File: src/rtl/bus_timer_if.sv
// Core-side register bus for the bus_timer peripheral: address/data/strobe
// from the core, combinational read data and level interrupt back.
interface bus_timer_if;
    logic [31:0] bus_addr;
    logic [31:0] bus_wdata;
    logic        bus_write;
    logic [31:0] bus_rdata;
    logic        irq;

    modport master (
        output bus_addr,
        output bus_wdata,
        output bus_write,
        input  bus_rdata,
        input  irq
    );

    modport slave (
        input  bus_addr,
        input  bus_wdata,
        input  bus_write,
        output bus_rdata,
        output irq
    );
endinterface

File: src/rtl/bus_timer.sv
// Memory-mapped prescaled up-counter with compare match, optional auto-reload
// and a level interrupt; 16-byte register window at BASE_ADDR.
module bus_timer #(
    parameter logic [31:0] BASE_ADDR = 32'h0001_0000
) (
    input logic        clk,
    input logic        reset,
    bus_timer_if.slave bus
);
    localparam int unsigned DATA_W = 32;
    localparam logic [1:0] IDX_CTRL     = 2'd0;
    localparam logic [1:0] IDX_PRESCALE = 2'd1;
    localparam logic [1:0] IDX_COUNT    = 2'd2;
    localparam logic [1:0] IDX_COMPARE  = 2'd3;

    logic              en;
    logic              auto_reload;
    logic              irq_en;
    logic              match;
    logic [DATA_W-1:0] prescale;
    logic [DATA_W-1:0] count;
    logic [DATA_W-1:0] compare;
    logic [DATA_W-1:0] pre_cnt;

    logic              sel;
    logic [1:0]        idx;
    logic              wr;
    logic              tick;
    logic              hit;
    logic [DATA_W-1:0] rdata_c;
    logic              unused_addr_bits;

    assign sel  = (bus.bus_addr[31:4] == BASE_ADDR[31:4]);
    assign idx  = bus.bus_addr[3:2];
    assign wr   = sel && bus.bus_write;
    assign tick = en && (pre_cnt == prescale);
    // Uses the pre-write COMPARE, so a same-cycle COMPARE write cannot affect this match.
    assign hit  = tick && (count == compare);

    assign unused_addr_bits = ^bus.bus_addr[1:0];

    // Zero-wait read mux; no side effects.
    always_comb begin
        rdata_c = '0;
        if (sel) begin
            case (idx)
                IDX_CTRL:     rdata_c = {23'd0, match, 5'd0, irq_en, auto_reload, en};
                IDX_PRESCALE: rdata_c = prescale;
                IDX_COUNT:    rdata_c = count;
                IDX_COMPARE:  rdata_c = compare;
                default:      rdata_c = '0;
            endcase
        end
    end

    assign bus.bus_rdata = rdata_c;
    assign bus.irq       = match && irq_en;

    always_ff @(posedge clk) begin
        if (reset) begin
            en          <= 1'b0;
            auto_reload <= 1'b0;
            irq_en      <= 1'b0;
            match       <= 1'b0;
            prescale    <= '0;
            count       <= '0;
            compare     <= '0;
            pre_cnt     <= '0;
        end else begin
            if (wr && idx == IDX_CTRL) begin
                en          <= bus.bus_wdata[0];
                auto_reload <= bus.bus_wdata[1];
                irq_en      <= bus.bus_wdata[2];
            end

            // A new match beats a simultaneous write-1-to-clear.
            if (hit) begin
                match <= 1'b1;
            end else if (wr && idx == IDX_CTRL && bus.bus_wdata[8]) begin
                match <= 1'b0;
            end

            if (wr && idx == IDX_PRESCALE) begin
                prescale <= bus.bus_wdata;
            end

            if (wr && idx == IDX_COMPARE) begin
                compare <= bus.bus_wdata;
            end

            if (wr && idx == IDX_PRESCALE) begin
                pre_cnt <= '0;
            end else if (tick) begin
                pre_cnt <= '0;
            end else if (en) begin
                pre_cnt <= pre_cnt + DATA_W'(1);
            end

            // Bus write to COUNT overrides both reload and increment.
            if (wr && idx == IDX_COUNT) begin
                count <= bus.bus_wdata;
            end else if (hit && auto_reload) begin
                count <= '0;
            end else if (tick) begin
                count <= count + DATA_W'(1);
            end
        end
    end
endmodule

File: src/flat_wrapper.sv
// flat-port wrapper written by rule: the top's interface ports become plain ports
module bus_timer_flat 
#(
    parameter logic [31:0] BASE_ADDR = 32'h0001_0000
)
  (clk, reset, bus_bus_addr, bus_bus_wdata, bus_bus_write, bus_bus_rdata, bus_irq);
  bus_timer_if bus_i ();
  input logic clk;
  input logic reset;
  input wire logic [$bits(bus_i.bus_addr)-1:0] bus_bus_addr;
  input wire logic [$bits(bus_i.bus_wdata)-1:0] bus_bus_wdata;
  input wire logic [$bits(bus_i.bus_write)-1:0] bus_bus_write;
  output wire logic [$bits(bus_i.bus_rdata)-1:0] bus_bus_rdata;
  output wire logic [$bits(bus_i.irq)-1:0] bus_irq;
  assign bus_i.bus_addr = bus_bus_addr;
  assign bus_i.bus_wdata = bus_bus_wdata;
  assign bus_i.bus_write = bus_bus_write;
  assign bus_bus_rdata = bus_i.bus_rdata;
  assign bus_irq = bus_i.irq;
  bus_timer #(.BASE_ADDR(BASE_ADDR)) u_core (.clk(clk), .reset(reset), .bus(bus_i));
endmodule
File: config.mk
export PLATFORM = sky130hd
export DESIGN_NAME = bus_timer_flat
export DESIGN_NICKNAME = d
export VERILOG_FILES = /design/src/rtl/bus_timer_if.sv /design/src/rtl/bus_timer.sv /design/src/flat_wrapper.sv
export SDC_FILE = /design/constraint.sdc
export NUM_CORES = 1
export LEC_CHECK = 0
export CAP_MARGIN = 25
export CORE_MARGIN = 2
export CORE_UTILIZATION = 33
export CTS_CLUSTER_DIAMETER = 30
export DETAILED_ROUTE_END_ITERATION = 8
export GPL_TIMING_DRIVEN = 1
export PLACE_DENSITY = 0.48
export SLEW_MARGIN = 20
export SYNTH_ARGS = -nofsm -noshare
export SYNTH_HDL_FRONTEND = slang
export SYNTH_SLANG_ARGS = --single-unit
File: constraint.sdc
create_clock -name clk -period 6.5 [get_ports clk]
set_input_delay 0.975 -clock clk [delete_from_list [all_inputs] [get_ports clk]]
set_output_delay 0.975 -clock clk [all_outputs]
set_load 0.005 [all_outputs]
==> metrics.cfg <==
[route]
ant_nets = 0
viasPerCell = 5.44
drc_errors = 0
drt_iter0_drc = 619
routed_wl_mm = 27.9
route.vias.total = 7180
wl_per_cell_um = 21.1
firstDrtPassIters = 5

[floorplan]
die_y_um = 157
die_w_um = 157
start_util = 0.333
die_area_sq_um = 24700
rows = 56
coreArea_sq_um = 23300
ios = 100

[cells_and_area]
diodes = 0
drive_above_1_share = 0.0910
syn_to_final_growth_pct = 24.6
nets = 1056
fillers = 2415

[clocking]
cts_tree = done
cts_setup_buffers = 0
cts_resized = 0
clock-sinks = 132
clk_pin_slew_ps = 60
cts_htree_levels = 4
clockBufferDepth = 2
holdBufCountCts = 0
clk-insertion-delay-late_ps = 430
cts_root_buf = clkbuf_16
cts_buffers = 17

[timing]
hold_violations = 0
fin_crit_sh = 0.664
finalWorstSetupSlack_ps = 2190
period_needed_ps = 4310
drv_slew = 0
timing.hold.ws_ps = 513
slew_headroom = 0.425
fin_worst_skew_ps = 11.0
worst_slew_pin_slew_ps = 855
setup_tns_ps = 0
setup_violations = 0
rsz0062_at_grt = false
fmax_mhz = 232

[run_status]
status = finished clean

[critical_path]
r2r_start = u_core.count[27]$_SDFFE_PP0P_
cp.arrival_ps = 3340
crit_start = bus_bus_addr[13]
path_max_fanout = 35
critPathLaunchType = primary input
cp-end-kind = output pin
path_class = in2out
cp.required_ps = 5520

[logic_synthesis]
synth_area_leaders = dfxtp_1, mux2i_1, nor2_1
synth.distinct_cells = 61
yosys.area.top_type = dfxtp_1
ys_ff_latch = 132
synth-seq-area-share = 0.341
syn_area_sq_um = 7750
synth-async-reset-ratio = 0
synth_edf_count = 0
syn_nets = 991
synth_flop_cell = dfxtp_1
synth.most_common_cell = nor2_1
ys_warn_count = 0
netlist.area_leader.share = 0.341
syn_avg_cell_area_sq_um = 8.41
netlist_instances = 922
yosys-top-cells-count = nor2_1, dfxtp_1, mux2i_1

[grt]
antenna_found_initial = 0
track_usage = 0.229
grt_overflow = 0
first_global_vias = 6868
grt_max_degree = 64
grt_pass1_wl_mm = 42.2

[power_and_ir_drop]
ir_drop_v = 0.000130
leakage_uw = 0.00329
pwr_density_cell_nw_per_um2 = 216

[placement]
dp_hpwl_mm = 20.0
port_buffers = 97
gp_congestion = 0.872
pre_cts_ws_ps = 2170

[worst_hold_path]
min_from = u_core.match$_SDFFE_PP0P_
min_path_type = reg2reg

[job]
maxCapViolations = 0

[cell families after synthesis]
group | Yosys count | share of synthesized area
AOI/OAI and AO/OA | 143 | 0.130
xor gates and xnor gates | 98 | 0.111
adders and majority gates | 2 | 0.00323
buffers and inverters | 78 | 0.0410
DFF | 132 | 0.341
muxes | 97 | 0.136
and+or+nand+nor | 372 | 0.238
[where the power goes]
group	switching, uW	leakage (uW)	internal [uW]
sequential	12.3	0.00106	814
clock	393	0.000326	724
combinational	79.1	0.00190	62.8
total	485	0.00329	1600
[path summary, 6_finish.rpt]
path | end | cells past startpoint | slack [ps]
min | u_core.match$_SDFFE_PP0P_ | 2 | 510
min reg2reg | u_core.match$_SDFFE_PP0P_ | 2 | 510
max | bus_bus_rdata[15] | 7 | 2190
max reg2reg | u_core.count[6]$_SDFFE_PP0P_ | 6 | 3010
[area by class of cell]
cell class                      count  area, sq um  share of cell area
Sequential cell                   132         2640               0.274
Multi-Input combinational cell    712         4820               0.499
Inverter                           12         45.0             0.00466
Clock buffer                       21          480              0.0497
Timing Repair Buffer              112         1070               0.111
Clock inverter                     11          196              0.0203
Tap cell                          319          399              0.0413
[stage by stage]
step	utilization	instances	cell area (sq um)	total power (uW)
after floorplan	-	922	7750	902
after global placement	0.386	1286	8980	987
after detailed placement	0.386	1286	8980	985
after CTS	0.415	1318	9660	2100
after global routing	0.415	1319	9660	2150
final	0.415	1319	9660	2090
[cells in the final DEF, fill, tap and decap left out, types with 7 or more instances in the layout]
| master | n |
|---|---|
| nor2_1 | 166 |
| dfxtp_1 | 132 |
| clkdlybuf4s50_1 | 95 |
| mux2i_1 | 69 |
| xnor2_1 | 58 |
| nand2_1 | 45 |
| xor2_1 | 40 |
| nand4_1 | 30 |
| a22oi_1 | 29 |
| nand3_1 | 27 |
| mux2_2 | 24 |
| o21ai_0 | 20 |
| a31oi_1 | 20 |
| nor3_1 | 19 |
| nor4_1 | 19 |
| a211oi_1 | 17 |
| clkbuf_16 | 17 |
| and3_1 | 16 |
| buf_4 | 15 |
| a21oi_1 | 13 |
| inv_1 | 12 |
| a2bb2oi_1 | 8 |
| a32oi_1 | 7 |
| or4_1 | 7 |
[state kept, by name, summed over array words and instances, names as in the netlist]
register	count
u_core.match	1
u_core.irq_en	1
u_core.count	32
u_core.en	1
u_core.pre_cnt	32
u_core.compare	32
u_core.auto_reload	1
u_core.prescale	32
[worst max-delay path, cell delays in order]
cell	delay, ps
clkdlybuf4s50_1	400
nor4_1	300
nand4_1	300
or2_1	310
buf_4	240
nor2_1	240
clkdlybuf4s50_1	540
[routing by layer]
layer  vias up  part of all wire  track usage
li1       3457                 -            -
met1      3466              0.49        0.332
met2       226              0.44        0.350
met3        31             0.053       0.0372
met4         0             0.019       0.0658
met5         -                 0            0
Power figures use the tool's default switching activity.
